File: src/rtl/pc_fetch_ctrl_if.sv
// Instruction-memory fetch bus: request/address out, ack/data back.
interface pc_fetch_ctrl_if #(
    parameter int unsigned ADDR_W = 32,
    parameter int unsigned DATA_W = 32
);
    logic              imem_req;
    logic [ADDR_W-1:0] imem_addr;
    logic              imem_ack;
    logic [DATA_W-1:0] imem_rdata;

    modport master (
        output imem_req,
        output imem_addr,
        input  imem_ack,
        input  imem_rdata
    );

    modport slave (
        input  imem_req,
        input  imem_addr,
        output imem_ack,
        output imem_rdata
    );
endinterface

File: src/rtl/pc_fetch_ctrl.sv
// Program-counter sequencer: boot load, fetch over req/ack, issue to decode,
// then advance by 4 or redirect. Owns the PC register's ldp/cta/load value.
module pc_fetch_ctrl #(
    parameter int unsigned ADDR_W  = 32,
    parameter int unsigned DATA_W  = 32,
    parameter int unsigned TIMEOUT = 15
) (
    input  logic              clk,
    input  logic              rst,
    input  logic              run_i,
    input  logic              step_i,
    input  logic              boot_ld_i,
    input  logic [ADDR_W-1:0] boot_addr_i,
    input  logic              redirect_i,
    input  logic [ADDR_W-1:0] redirect_addr_i,
    input  logic              stall_i,
    input  logic [ADDR_W-1:0] pc_i,
    output logic              ldp_c_o,
    output logic              cta_c_o,
    output logic [ADDR_W-1:0] pc_load_val_c_o,
    pc_fetch_ctrl_if.master   imem,
    output logic              instr_valid_o,
    output logic [DATA_W-1:0] instr_o,
    output logic [ADDR_W-1:0] instr_pc_o,
    output logic [31:0]       issued_cnt_o,
    output logic              fault_o
);

    localparam int unsigned CNT_W = 8;

    typedef enum logic [1:0] {
        S_IDLE  = 2'd0,
        S_FETCH = 2'd1,
        S_ISSUE = 2'd2,
        S_HALT  = 2'd3
    } state_e;

    state_e            state_q, state_d;
    logic [DATA_W-1:0] instr_q, instr_d;
    logic [ADDR_W-1:0] instr_pc_q, instr_pc_d;
    logic              instr_valid_q, instr_valid_d;
    logic [31:0]       issued_cnt_q, issued_cnt_d;
    logic              fault_q, fault_d;
    logic [CNT_W-1:0]  tmo_cnt_q, tmo_cnt_d;
    logic              step_pend_q, step_pend_d;

    logic go_c;
    logic aligned_c;
    logic accept_c;
    logic tmo_hit_c;

    // Shared decision terms for the FSM and datapath.
    always_comb begin
        go_c      = run_i | step_i | step_pend_q;
        aligned_c = (pc_i[1:0] == 2'b00);
        accept_c  = (state_q == S_ISSUE) & (redirect_i | ~stall_i);
        tmo_hit_c = (tmo_cnt_q + CNT_W'(1)) == CNT_W'(TIMEOUT);
    end

    // State register.
    always_ff @(posedge clk) begin
        if (rst) begin
            state_q <= S_IDLE;
        end else begin
            state_q <= state_d;
        end
    end

    // Next-state logic; a misaligned PC faults before any request goes out.
    always_comb begin
        state_d = state_q;
        case (state_q)
            S_IDLE: begin
                if (!boot_ld_i && go_c) begin
                    state_d = S_FETCH;
                end
            end
            S_FETCH: begin
                if (!aligned_c) begin
                    state_d = S_HALT;
                end else if (imem.imem_ack) begin
                    state_d = S_ISSUE;
                end else if (tmo_hit_c) begin
                    state_d = S_HALT;
                end
            end
            S_ISSUE: begin
                if (accept_c) begin
                    state_d = run_i ? S_FETCH : S_IDLE;
                end
            end
            S_HALT: begin
                state_d = S_HALT;
            end
            default: begin
                state_d = S_IDLE;
            end
        endcase
    end

    // Combinational PC-register controls and fetch request; all forced low in reset.
    always_comb begin
        ldp_c_o         = 1'b0;
        cta_c_o         = 1'b0;
        pc_load_val_c_o = '0;
        imem.imem_req   = 1'b0;
        imem.imem_addr  = pc_i;
        if (!rst) begin
            case (state_q)
                S_IDLE: begin
                    if (boot_ld_i) begin
                        ldp_c_o         = 1'b1;
                        pc_load_val_c_o = boot_addr_i;
                    end
                end
                S_FETCH: begin
                    imem.imem_req = aligned_c;
                end
                S_ISSUE: begin
                    if (redirect_i) begin
                        ldp_c_o         = 1'b1;
                        pc_load_val_c_o = redirect_addr_i;
                    end else if (!stall_i) begin
                        cta_c_o = 1'b1;
                    end
                end
                default: begin
                end
            endcase
        end
    end

    // Datapath next values: capture, issue count, timeout, fault, pending step.
    always_comb begin
        instr_d       = instr_q;
        instr_pc_d    = instr_pc_q;
        issued_cnt_d  = issued_cnt_q;
        fault_d       = fault_q;
        tmo_cnt_d     = '0;
        step_pend_d   = step_pend_q;
        instr_valid_d = (state_d == S_ISSUE);

        if (state_q == S_FETCH && aligned_c) begin
            if (imem.imem_ack) begin
                instr_d    = imem.imem_rdata;
                instr_pc_d = pc_i;
            end else begin
                tmo_cnt_d = tmo_cnt_q + CNT_W'(1);
            end
        end

        if (accept_c) begin
            issued_cnt_d = issued_cnt_q + 32'd1;
        end

        if (state_d == S_HALT) begin
            fault_d = 1'b1;
        end

        // A step seen while busy is remembered; entering FETCH consumes it.
        if (step_i && state_q != S_IDLE) begin
            step_pend_d = 1'b1;
        end else if (state_q != S_FETCH && state_d == S_FETCH) begin
            step_pend_d = 1'b0;
        end
    end

    // Datapath registers.
    always_ff @(posedge clk) begin
        if (rst) begin
            instr_q       <= '0;
            instr_pc_q    <= '0;
            instr_valid_q <= 1'b0;
            issued_cnt_q  <= '0;
            fault_q       <= 1'b0;
            tmo_cnt_q     <= '0;
            step_pend_q   <= 1'b0;
        end else begin
            instr_q       <= instr_d;
            instr_pc_q    <= instr_pc_d;
            instr_valid_q <= instr_valid_d;
            issued_cnt_q  <= issued_cnt_d;
            fault_q       <= fault_d;
            tmo_cnt_q     <= tmo_cnt_d;
            step_pend_q   <= step_pend_d;
        end
    end

    assign instr_o       = instr_q;
    assign instr_pc_o    = instr_pc_q;
    assign instr_valid_o = instr_valid_q;
    assign issued_cnt_o  = issued_cnt_q;
    assign fault_o       = fault_q;

endmodule

File: src/flat_wrapper.sv
// flat-port wrapper written by rule: the top's interface ports become plain ports
module pc_fetch_ctrl_flat 
#(
    parameter int unsigned ADDR_W  = 32,
    parameter int unsigned DATA_W  = 32,
    parameter int unsigned TIMEOUT = 15
)
  (clk, rst, run_i, step_i, boot_ld_i, boot_addr_i, redirect_i, redirect_addr_i, stall_i, pc_i, ldp_c_o, cta_c_o, pc_load_val_c_o, instr_valid_o, instr_o, instr_pc_o, issued_cnt_o, fault_o, imem_imem_req, imem_imem_addr, imem_imem_ack, imem_imem_rdata);
  pc_fetch_ctrl_if #(.ADDR_W(ADDR_W), .DATA_W(DATA_W)) imem_i ();
  input  logic clk;
  input  logic rst;
  input  logic run_i;
  input  logic step_i;
  input  logic boot_ld_i;
  input  logic [ADDR_W-1:0] boot_addr_i;
  input  logic redirect_i;
  input  logic [ADDR_W-1:0] redirect_addr_i;
  input  logic stall_i;
  input  logic [ADDR_W-1:0] pc_i;
  output logic ldp_c_o;
  output logic cta_c_o;
  output logic [ADDR_W-1:0] pc_load_val_c_o;
  output logic instr_valid_o;
  output logic [DATA_W-1:0] instr_o;
  output logic [ADDR_W-1:0] instr_pc_o;
  output logic [31:0] issued_cnt_o;
  output logic fault_o;
  output wire logic [$bits(imem_i.imem_req)-1:0] imem_imem_req;
  output wire logic [$bits(imem_i.imem_addr)-1:0] imem_imem_addr;
  input wire logic [$bits(imem_i.imem_ack)-1:0] imem_imem_ack;
  input wire logic [$bits(imem_i.imem_rdata)-1:0] imem_imem_rdata;
  assign imem_imem_req = imem_i.imem_req;
  assign imem_imem_addr = imem_i.imem_addr;
  assign imem_i.imem_ack = imem_imem_ack;
  assign imem_i.imem_rdata = imem_imem_rdata;
  pc_fetch_ctrl #(.ADDR_W(ADDR_W), .DATA_W(DATA_W), .TIMEOUT(TIMEOUT)) u_core (.clk(clk), .rst(rst), .run_i(run_i), .step_i(step_i), .boot_ld_i(boot_ld_i), .boot_addr_i(boot_addr_i), .redirect_i(redirect_i), .redirect_addr_i(redirect_addr_i), .stall_i(stall_i), .pc_i(pc_i), .ldp_c_o(ldp_c_o), .cta_c_o(cta_c_o), .pc_load_val_c_o(pc_load_val_c_o), .imem(imem_i), .instr_valid_o(instr_valid_o), .instr_o(instr_o), .instr_pc_o(instr_pc_o), .issued_cnt_o(issued_cnt_o), .fault_o(fault_o));
endmodule
File: config.mk
export PLATFORM = sky130hd
export DESIGN_NAME = pc_fetch_ctrl_flat
export DESIGN_NICKNAME = d
export VERILOG_FILES = /design/src/rtl/pc_fetch_ctrl_if.sv /design/src/rtl/pc_fetch_ctrl.sv /design/src/flat_wrapper.sv
export SDC_FILE = /design/constraint.sdc
export NUM_CORES = 1
export LEC_CHECK = 0
export ABC_AREA = 1
export CAP_MARGIN = 20
export CORE_UTILIZATION = 36
export DETAILED_ROUTE_END_ITERATION = 8
export HOLD_SLACK_MARGIN = 0.12
export MAX_ROUTING_LAYER = met4
export PLACE_DENSITY = 0.77
export SLEW_MARGIN = 25
export SYNTH_ARGS = -nofsm -noshare
export SYNTH_HDL_FRONTEND = slang
export SYNTH_SLANG_ARGS = --single-unit
File: constraint.sdc
create_clock -name clk -period 1.4 [get_ports clk]
set_input_delay 0.35 -clock clk [delete_from_list [all_inputs] [get_ports clk]]
set_output_delay 0.35 -clock clk [all_outputs]
set_load 0.01 [all_outputs]
# Word level (Yosys, flattened, before mapping)
# Index checks and enable logic that the tools add are counted.
[totals] regBits=109 inputBits=136 word_cells=58
[op_classes] n_eq_ne=8 mux=23 add_sub_neg=2 n_bitwise=6 reduce_logical=11
[ops] cell="two-way mux 32 bit" count=3
[ops] cell="one-hot mux 32 bit (2 select lines)" count=1
[ops] cell="adder 32 x 1 -> 32 bit (second input constant)" count=1
[ops] cell="two-way mux 1 bit" count=12
[ops] cell="two-way mux 2 bit" count=5
[ops] cell="adder 8 x 1 -> 8 bit (second input constant)" count=1
[ops] cell="equality test 2 bit (second input constant)" count=4
[ops] cell="equality test 8 x 4 -> 1 bit (second input constant)" count=1
[ops] cell="one-hot mux 2 bit (4 select lines)" count=1
[ops] cell="equality test 2 x 1 -> 1 bit (second input constant)" count=2
[ops] cell="logical AND 1 bit" count=4
[ops] cell="logical NOT 2 bit" count=2
[ops] cell="nonzero test 2 bit" count=2
[ops] cell="bitwise OR 1 bit" count=3
[ops] cell="OR reduction 3 bit" count=1
[ops] cell="inequality test 2 x 1 -> 1 bit (second input constant)" count=1
[ops] cell="inverter 1 bit" count=2
[ops] cell="one-hot mux 1 bit (2 select lines)" count=1
[ops] cell="AND reduction 2 bit" count=1
[ops] cell="AND 1 bit" count=1
[ops] cell="logical NOT 1 bit" count=1

# Logic depth before layout (Yosys ltp)
[logic_depth] depth_word=10 depth_mapped=11 mapped_depth_nobuf=10

# Least setup slack after synthesis
# OpenSTA, ideal clock, no wires.
[synth_timing] kind="flip-flop to flip-flop" startpoint="register u_core.issued_cnt_q[0], in the netlist u_core.issued_cnt_o[0]" endpoint="register u_core.issued_cnt_q[16], in the netlist u_core.issued_cnt_o[16]" path_slack_ns=-0.158 setup_ns=0.072 path_buffers=1 path_stages_with_launch=10 arrival_ns=1.486 cell_sequence="dfxtp_1 -> ha_1 -> buf_2 -> nand3_1 -> inv_1 -> nand2_1 -> nor2_1 -> xor2_1 -> nand2_1 -> a21oi_1"
[synth_between] elab_chain_cells=1
[synth_lines] item="from (decl)" line_no="pc_fetch_ctrl.sv:42" source="logic [31:0] issued_cnt_q, issued_cnt_d;"
[synth_lines] item="from (signal assigned)" line_no="pc_fetch_ctrl.sv:182" source="issued_cnt_q <= issued_cnt_d;"
[synth_lines] item="adder 32 x 1 -> 32 bit" line_no="pc_fetch_ctrl.sv:153" source="issued_cnt_d = issued_cnt_q + 32'd1;"
# Every way passes these cells.
# A chain may end at the register's enable or synchronous reset.

# Worst setup path in the final report
[layout_timing] startpoint="register u_core.state_q[1]" endpoint="output port pc_load_val_c_o[24]"
[layout_between] elab_chain_cells=3 word_cells_on_any_way=4
[layout_lines] item="from (decl)" line_no="pc_fetch_ctrl.sv:38" source="state_e state_q, state_d;"
[layout_lines] item="from (signal assigned)" line_no="pc_fetch_ctrl.sv:65" source="state_q <= state_d;"
[layout_lines] item="equality test 2 bit / logical NOT 2 bit (equally long branches)" line_no="pc_fetch_ctrl.sv:109" source="case (state_q)"
[layout_lines] item="one-hot mux 32 bit (2 select lines) (*)" line_no="pc_fetch_ctrl.sv:109"
[layout_lines] item="two-way mux 32 bit (*)" line_no="pc_fetch_ctrl.sv:108" source="if (!rst) begin"
[layout_lines] item="to (decl)" line_no="flat_wrapper.sv:22" source="output logic [ADDR_W-1:0] pc_load_val_c_o;"
# Every way passes the cells marked *; elsewhere a longest branch is shown, timed or not.

==> results.json <==
{
  "drt-vias-per-instance": 5.291,
  "crit_path_end_kind": "output port",
  "power.leakage_nw": 4.849,
  "synth_area_leaders": "dfxtp_1, nor2_1, nand2_1",
  "slowest_stage": "dfxtp_2",
  "synth_warnings": 0,
  "fin_cells": 1385,
  "cp_common_cell": "buf_6",
  "cp_max_fo": 7,
  "drtIter0Drc": 489,
  "drt-total-wl_mm": 26.65,
  "dieArea_mm2": 0.01591,
  "rsz0062_at_grt": "yes",
  "cts_tree": "built",
  "cp-start-kind": "flop",
  "hold_violations": 0,
  "dpl.cell_count": 1315,
  "nNetsFinal": 1329,
  "synth_ff_type": "dfxtp_1",
  "hold_class": "input port to flop",
  "fmax_ghz": 0.4886,
  "pin_count": 301,
  "cts.path.max_buffers": 2,
  "dr.max_layer_used": "met4",
  "dr.pass1.iters": 5,
  "ir_drop_mv": 0.7925,
  "fp.dieH_um": 126.1,
  "fin_crit_sh_pct": 146.2,
  "overflow": 0,
  "layout_min_cycle_time_ns": 2.047,
  "slew_violations": 0,
  "dieWidth_um": 126.1,
  "drt-met1-wl_mm": 10.19,
  "setup-violations-final": 137,
  "grt_antenna_before_repair": 3,
  "yosys.area.top_type": "dfxtp_1",
  "fillers": 1066,
  "drc": 0,
  "grt_pass1_vias": 6945,
  "drive_gt1_share_pct": 41.76,
  "place_hpwl_mm": 14.86,
  "syn_avg_cell_area_um2": 6.781,
  "routedWlPerCell_um": 19.24,
  "h-tree-depth": 3,
  "worstHoldStart": "pc_i[18]",
  "clock_sinks": 109,
  "r2r_start": "u_core.state_q[1]",
  "synth_edf_count": 0,
  "path_class": "flop to output port",
  "rows": 45,
  "power_density_mw_per_mm2": 694.7,
  "clk_pin_slew_ns": 0.08,
  "finalWorstSetupSlack_ns": -0.6467,
  "postRouteAntennaNets": 0,
  "clock_latency_ns": 0.36,
  "num_vias": 7328,
  "synthArstFlopShare_pct": 0,
  "grt_pass1_wl_mm": 37.46,
  "maxCapViolCount": 0,
  "slowest_delay_ns": 0.37,
  "p_total_mw": 7.694,
  "crit_required_ns": 1.05,
  "start_util_pct": 36.62,
  "cts-root-buf": "clkbuf_16",
  "crit_start": "u_core.state_q[1]",
  "route.met2.wl_mm": 13.24,
  "ys_top_cells_by_count": "nor2_1, nand2_1, dfxtp_1",
  "syn-num-nets": 957,
  "status": "finished, violations left",
  "ys_seq_area_share_pct": 39.34,
  "grt.total_usage_pct": 31.46,
  "synth_cells": 818,
  "area_growth_pct": 99.66,
  "relSlewSlack_pct": 45.64,
  "yosysUniqueCellTypes": 33,
  "ys_seq_elements": 109,
  "clock_skew_ns": 0.01062,
  "gp_congestion": 0.9911,
  "numCtsBuffers": 9,
  "yosysTopAreaCellShare_pct": 39.34,
  "dp_worst_setup_slack_ns": -0.9734,
  "synth_area_mm2": 0.005547,
  "cp_cell_sequence": "buf_6 -> nand2_4 -> nor2_4 -> buf_6 -> buf_16 -> buf_12 -> a22oi_2 -> nor2_1 -> buf_2",
  "wl_met3_mm": 2.291,
  "core_mm2": 0.01515,
  "arrival_ns": 1.70,
  "portBuffers": 300,
  "synth.most_common_cell": "nor2_1",
  "failed_checks": "negative setup slack",
  "grt_max_degree": 74,
  "tightest_slew_ns": 0.8154
}
==> path summary, 6_finish.rpt <==
path | slack, ns | depth (start not counted) | end
max | -0.65 | 9 | pc_load_val_c_o[24]
min | 0.33 | 3 | u_core.instr_pc_o[18]
max reg2reg | -0.45 | 13 | u_core.issued_cnt_o[11]
min reg2reg | 0.46 | 2 | u_core.instr_pc_o[1]
==> power breakdown <==
group | leakage [nW] | internal [mW] | total (mW) | switching (mW)
clock network | 0.141 | 1.25 | 2.55 | 1.31
logic | 3.81 | 1.02 | 1.92 | 0.900
registers | 0.901 | 3.16 | 3.22 | 0.0580
total | 4.85 | 5.43 | 7.69 | 2.26
==> flip-flops by register name, indices dropped and copies added, names as in the netlist <==
name / cells
u_core.step_pend_q: 1
u_core.issued_cnt_o: 32
u_core.instr_pc_o: 32
u_core.tmo_cnt_q: 8
u_core.state_q: 2
u_core.instr_o: 32
u_core.fault_o: 1
u_core.instr_valid_o: 1
==> layout make-up <==
cell class	count	area, um^2	share of cell area (%)
well taps	188	235.2	2.124
clock buffers	10	229.0	2.068
repair inverters	1	16.27	0.1469
repair buffers	430	4283	38.67
diodes	2	5.005	0.04519
inverters	39	200.2	1.808
clock inverters	6	56.30	0.5084
multi-input cells	600	3805	34.36
flip-flops and latches	109	2245	20.27
==> layout by cell type (no fill, tap or decap), types with 29 or more instances in the layout <==
| master | netlist | final |
|---|---|---|
| dfxtp_2 | 0 | 29 |
| buf_2 | 13 | 62 |
| o21ai_2 | 0 | 56 |
| clkdlybuf4s50_1 | 0 | 126 |
| dfxtp_1 | 109 | 73 |
| nor2_2 | 10 | 33 |
| dlygate4sd2_1 | 0 | 57 |
| nor2_4 | 4 | 39 |
| buf_4 | 32 | 68 |
| clkdlybuf4s15_1 | 0 | 29 |
| nor2_1 | 219 | 161 |
| nand2_1 | 163 | 135 |
==> what timing repair did <==
item,4_1_cts,5_1_grt
cloned,22,5
endpoints found under the setup margin,269,190
setup buffers,30,10
pin swaps,75,79
hold buffers,0,0
gates resized for setup,660,224
==> logic make-up after synthesis <==
kind of cell | after synthesis | synth area share, %
and+or+nand+nor | 450 | 34.65
AOI/OAI and AO/OA | 141 | 14.55
buffers and inverters | 109 | 9.835
DFF | 109 | 39.34
xor gates and xnor gates | 6 | 0.9474
adders and majority gates | 3 | 0.6768
==> stage by stage <==
stage | area [um^2] | util [%] | hold WS (ns) | setup TNS, ns
2_1_floorplan | 5615 | - | 0.4297 | -0.01887
3_3_place_gp | 9079 | 59.94 | 0.4410 | -85.61
3_5_place_dp | 9079 | 59.94 | 0.4469 | -89.29
4_1_cts | 10540 | 69.61 | 0.4585 | -51.24
5_1_grt | 11070 | 73.12 | 0.3311 | -61.09
6_report | 11070 | 73.12 | 0.3311 | -53.93
==> worst max-delay path, delay by kind of cell (launching register included) <==
kind,cells,cell delay [ns]
compound gates,1,0.06
buf+inv,5,0.64
flops,1,0.37
simple gates,3,0.27
==> routing by layer <==
| metal | global-route usage [%] | up-vias |
|---|---|---|
| met1 | 36.33 | 3463 |
| met5 | - | - |
| met3 | 8.411 | 83 |
| met2 | 52.78 | 404 |
| met4 | 10.28 | 0 |
| li1 | - | 3378 |
(Power assumes the default switching activity.)
